**src/rtl/riscv_mem_lsu.sv**
```systemverilog
// riscv_mem_lsu: MEM-stage word load/store unit driving one OBI transaction at a time, stalling until rvalid
module riscv_mem_lsu #(
  parameter int WIDTH = 32
) (
  input  logic               clk,
  input  logic               rst_n,
  input  logic [1:0]         mem_ctrl_i,
  input  logic [WIDTH-1:0]   addr_i,
  input  logic [WIDTH-1:0]   wdata_i,
  output logic               obi_req_o,
  input  logic               obi_gnt_i,
  output logic [WIDTH-1:0]   obi_addr_o,
  output logic               obi_we_o,
  output logic [WIDTH/8-1:0] obi_be_o,
  output logic [WIDTH-1:0]   obi_wdata_o,
  input  logic               obi_rvalid_i,
  input  logic [WIDTH-1:0]   obi_rdata_i,
  output logic [WIDTH-1:0]   rdata_o,
  output logic               stall_o,
  output logic               misalign_o
);
  typedef enum logic [1:0] {IDLE, WAIT_GNT, WAIT_RVALID} state_e;
  state_e           state_q;
  logic [WIDTH-1:0] addr_q, wdata_q, rdata_q;
  logic             we_q;
  logic             requested, start, in_gnt, in_rv, load_done;
  // proc_req is active low: 0 means the EX/MEM register asks for an access
  assign requested  = (state_q == IDLE) && !mem_ctrl_i[1];
  assign start      = requested && (addr_i[1:0] == 2'b00);
  assign in_gnt     = (state_q == WAIT_GNT);
  assign in_rv      = (state_q == WAIT_RVALID);
  assign load_done  = in_rv && obi_rvalid_i && !we_q;
  assign misalign_o = requested && (addr_i[1:0] != 2'b00);
  assign obi_req_o  = start || in_gnt;
  assign obi_addr_o  = start ? addr_i : addr_q;
  assign obi_we_o    = start ? mem_ctrl_i[0] : we_q;
  assign obi_wdata_o = start ? wdata_i : wdata_q;
  assign obi_be_o   = '1;
  assign stall_o    = start || in_gnt || (in_rv && !obi_rvalid_i);
  assign rdata_o    = load_done ? obi_rdata_i : rdata_q;
  // Transaction FSM: latch the request on issue, hold it until grant, then wait for the response
  always_ff @(posedge clk or negedge rst_n) begin
    if (!rst_n) begin
      state_q <= IDLE;
      addr_q  <= '0;
      wdata_q <= '0;
      we_q    <= 1'b0;
      rdata_q <= '0;
    end else begin
      case (state_q)
        IDLE: if (start) begin
          addr_q  <= addr_i;
          wdata_q <= wdata_i;
          we_q    <= mem_ctrl_i[0];
          state_q <= obi_gnt_i ? WAIT_RVALID : WAIT_GNT;
        end
        WAIT_GNT: state_q <= obi_gnt_i ? WAIT_RVALID : WAIT_GNT;
        WAIT_RVALID: if (obi_rvalid_i) begin
          rdata_q <= load_done ? obi_rdata_i : rdata_q;
          state_q <= IDLE;
        end
        default: state_q <= IDLE;
      endcase
    end
  end
endmodule

```
**config.mk**
```make
export PLATFORM = sky130hd
export DESIGN_NAME = riscv_mem_lsu
export DESIGN_NICKNAME = d
export VERILOG_FILES = /design/src/rtl/riscv_mem_lsu.sv
export SDC_FILE = /design/constraint.sdc
export NUM_CORES = 1
export LEC_CHECK = 0
export CORE_MARGIN = 5
export CORE_UTILIZATION = 39
export CTS_CLUSTER_DIAMETER = 60
export CTS_CLUSTER_SIZE = 16
export DETAILED_ROUTE_END_ITERATION = 10
export PLACE_DENSITY = 0.85
export SLEW_MARGIN = 10
export SYNTH_ARGS = -nofsm -noshare
export SYNTH_HDL_FRONTEND = slang
export SYNTH_SLANG_ARGS = --single-unit
```
**constraint.sdc**
```tcl
create_clock -name clk -period 1.6 [get_ports clk]
set_input_delay 0.32 -clock clk [delete_from_list [all_inputs] [get_ports clk]]
set_output_delay 0.32 -clock clk [all_outputs]
set_load 0.02 [all_outputs]
```
# == Word level (Yosys, flattened, before mapping) ==
# Index checks and enable logic that the tools add are counted.
# totals
word_cells,33
in_bits,102
out_inout_bits,104
regBits,99
# classes
muxes,8
n_reduce_logical,16
eq_ne,4
# op_table
operator,count
two-way mux 32 bit,3
logical AND 1 bit,6
two-way mux 2 bit,3
case mux 2 bit (3 select lines),1
logical NOT 2 bit,2
"!= test 2 bit, second input constant",2
AND reduction 2 bit,2
logical NOT 1 bit,3
"== test 2 x 1 -> 1 bit, second input constant",1
"== test 2 bit, second input constant",1
logical OR 1 bit,2
nonzero test 2 bit,1
two-way mux 1 bit,1

# == Logic depth before layout (Yosys ltp) ==
# logic_depth
ltp_word,5
ltp_mapped,5
mapped_depth_nobuf,3

# == Worst setup path after synthesis ==
# No wires, ideal clock.
# synth_path
path_type,flip-flop to output port
from,register state_q[0]
to,output port rdata_o[0]
arrival_time_ns,1.460
stages_incl_launch_ff,5
n_path_buf,2
setup_slack_ns,-0.180
required_time_ns,1.280
cell_sequence,dfrtp_1 > nor4b_1 > buf_2 > buf_4 > mux2_2
# synth_between
elab_chain_len,4
# synth_lines
item,line,source
"start, declared",23,state_e state_q;
"start signal, assigned",55,state_q <= obi_gnt_i ? WAIT_RVALID : WAIT_GNT;
"start signal, assigned",57,WAIT_GNT: state_q <= obi_gnt_i ? WAIT_RVALID : WAIT_GNT;
== test 2 bit,31,assign in_rv = (state_q == WAIT_RVALID);
logical AND 1 bit (2 in a row),32,assign load_done = in_rv && obi_rvalid_i && !we_q;
two-way mux 32 bit,-,
"end, declared",18,"output logic [WIDTH-1:0] rdata_o,"
# No other way between the ends.

# == Worst setup path in the final report ==
# layout_path
from,input port addr_i[0]
to,output port obi_wdata_o[9]
# layout_between
elab_chain_len,3
# layout_lines
item,line,source
"start, declared",8,"input logic [WIDTH-1:0] addr_i,"
logical NOT 2 bit,29,assign start = requested && (addr_i[1:0] == 2'b00);
logical AND 1 bit,29,
two-way mux 32 bit,-,
"end, declared",15,"output logic [WIDTH-1:0] obi_wdata_o,"
# No other way between the ends.

==> run metrics <==
first-pass GRT wire length=21.65 mm; DP Worst Slack=-1182 ps; clock root buffer=clkbuf_16; Top FF cell, synth=dfrtp_1; top cells by area, synth=dfrtp_1, mux2_1, mux2_2; crit-path most repeated cell=buf_4; Critical-path top delay cell=clkdlybuf4s50_1; Worst-Skew Late Latency=350 ps; switching share of power=0.3214; drc violations=0; minimum clock period=2371 ps; static leakage=3.780 nW; chip width=122.6 um; Std-Cell Rows=between 40 and 50; Pre-Repair DR Iteration Count=4; number of global-route vias before repair=4250; CP max FO=12; Reg power frac=0.324; Seq cells post-synth=slightly below 100; Layout Cells excl Fill=roughly 780; # IOs=206; mapped cell area=0.004946 mm2; RSZ-0062 raised after global routing=yes; flop2flop setup slack=-260 ps; initial core utilization=0.3951; Hold Path End=wdata_q[14]; register area share after synthesis=0.5009; total power=between 10 and 15 mW; Longest Clk Path Bufs=2; Required @ worst endpoint=1280 ps; CP Depth=7; Yosys top cell area share=0.5009; Post-synth EDFFs=0; Hold Path Class=reg2reg; initial antenna violation count=0; GP Congestion=0.7444; dpl cells=719; Data arrival, critical path=2050 ps; Fillers=945; switching pwr=between 3 and 4 mW; nets=701; Critical Path Source Type=input port; Vias/cell=4.851; Fmax=0.4217 GHz; full die area=between 0.015 and 0.02 mm2; maxcap violations=0; Worst VDD drop=~700 uV; WHS Path Cells=1; pin count of the biggest net entering global routing=between 50 and 60; Final Cycle Share=1.482; Vert. Die Dim=122.6 um; Global Route Usage Sum=0.1860; Setup CP Type=in2out; # diodes=0; vias=3764; PnR worst setup slack=-771.3 ps; Power Dens Cells=roughly 1400 mW/mm2; Clk pwr share=0.203; slowest stage delay, CP=approximately 460 ps; combinational power share=0.473; post-route ant nets=0; CTS Sinks=99; routed wire length=14.37 mm; port bufs=201; violated checks=negative setup slack; CP Cell Sequence=clkdlybuf4s50_1 > nor2_2 > nand2_4 > buf_4 > clkbuf_16 > mux2_2 > buf_4; Synth warnings=0; hold_sp=wdata_q[14]; delay-heaviest family, CP=buffers and inverters; area leader, netlist=dfrtp_1; top cells by count, synth=dfrtp_1, mux2_1, mux2_2, buf_4, buf_6; fraction of registers with async set/reset=1.000; FF-to-FF End=addr_q[4]; Worst Reg-to-Reg Cells=7; clock-pin transition on the worst setup and hold timing paths=70 ps; status=finished, violations left; GR Overflow Total=0; skew final=3.473 ps; final hold vios=0; Starting DRT DRC Count=89; placed cell area=approximately 0.0074 mm2; P&R area growth vs syn=67.14%; most common cell in the netlist=dfrtp_1; Setup Viol. Count Final=173; detailed placement HPWL=9.349 mm; Crit. End Element=output pin; count of cell types in the netlist=18; Post-Syn Instances=about 340; Internal=7.953 mW; pins over their slew limit=0; CTS buffer count=9; final instance area=0.008267 mm2; H-tree Lvls=3; drt wl/cell=around 19 um; core footprint=0.01252 mm2; Buf/Inv on CP=4; share of cells above drive strength 1=0.5894; Mean Syn Cell Area=14.76 um2; worst reg2reg startpoint=state_q[0]; CTS tree=built
[per-layer routing]
| metal | GRT usage | up-vias | share of wire |
|---|---|---|---|
| li1 | - | 1729 | - |
| met1 | 0.2021 | 1877 | 0.38 |
| met2 | 0.3363 | 138 | 0.53 |
| met3 | 0.06267 | 20 | 0.073 |
| met4 | 0.06648 | 0 | 0.017 |
| met5 | 0 | - | 0 |
[registers in the layout (all words and copies together), names as in the netlist]
| name | flops |
|---|---|
| rdata_q | 32 |
| we_q | 1 |
| wdata_q | 32 |
| state_q | 2 |
| addr_q | 32 |
[worst max path at each step]
stage,start,end
2_1_floorplan,state_q[1],obi_addr_o[31]
3_3_place_gp,obi_rvalid_i,rdata_o[0]
3_5_place_dp,obi_rvalid_i,rdata_o[25]
4_1_cts,state_q[1],obi_addr_o[2]
5_1_grt,state_q[0],obi_wdata_o[9]
6_report,addr_i[0],obi_wdata_o[9]
[power by group through the flow]
stage	clock [mW]	sequential, mW	combinational [mW]
final	2.38	3.80	5.54
after global routing	2.55	3.88	5.86
after CTS	2.46	3.76	5.24
after detailed placement	0	3.80	5.36
after global placement	0	3.75	5.23
after floorplan	0	3.65	3.10
[metrics by stage]
stage / setup TNS [ps] / util / hold slack (ps)
floorplan: -4140 / - / 24.41
global placement: -140010 / 0.5934 / 327.1
detailed placement: -146210 / 0.5934 / 333.2
CTS: -71270 / 0.6410 / 493.8
global route: -79080 / 0.6604 / 506.2
finish: -71030 / 0.6604 / 490.1
[placed cells by master, fill, tap and decap left out, types with 3 or more instances in the layout]
cell,n
clkbuf_16,12
buf_12,12
mux2_2,116
clkinv_2,3
clkbuf_2,5
mux2_4,42
buf_4,51
mux2_1,32
buf_8,3
dfrtp_1,98
buf_16,4
buf_6,62
conb_1,4
buf_2,33
clkdlybuf4s50_1,98
and2_1,3
[layout make-up]
cell class / count / area (um2) / area share
clock buffers: 11 / 252.7 / 0.03057
multi-input cells: 211 / 2451 / 0.2965
repair buffers: 275 / 2783 / 0.3366
well taps: 172 / 215.2 / 0.02603
flip-flops and latches: 99 / 2479 / 0.2998
clock inverters: 5 / 75.07 / 0.009081
inverters: 3 / 11.26 / 0.001362
[cell families (layout without fill, tap and decap cells)]
group | Yosys count | count (layout) | share of synthesized area
other | 1 | 4 | 0.0007582
AOI/OAI and AO/OA | 2 | 2 | 0.002782
buffers and inverters | 28 | 294 | 0.04579
and+or+nand+nor | 15 | 15 | 0.01720
DFF | 99 | 99 | 0.5009
muxes | 190 | 190 | 0.4326
[repair_timing]
action	in CTS	in global routing
setup buffers	17	18
pin swaps	1	3
cloned	8	3
endpoints found under the hold margin	99	0
hold buffers	1	0
endpoints found under the setup margin	166	170
resized for setup	394	158
No activity file was read; power rests on OpenSTA's default activity.
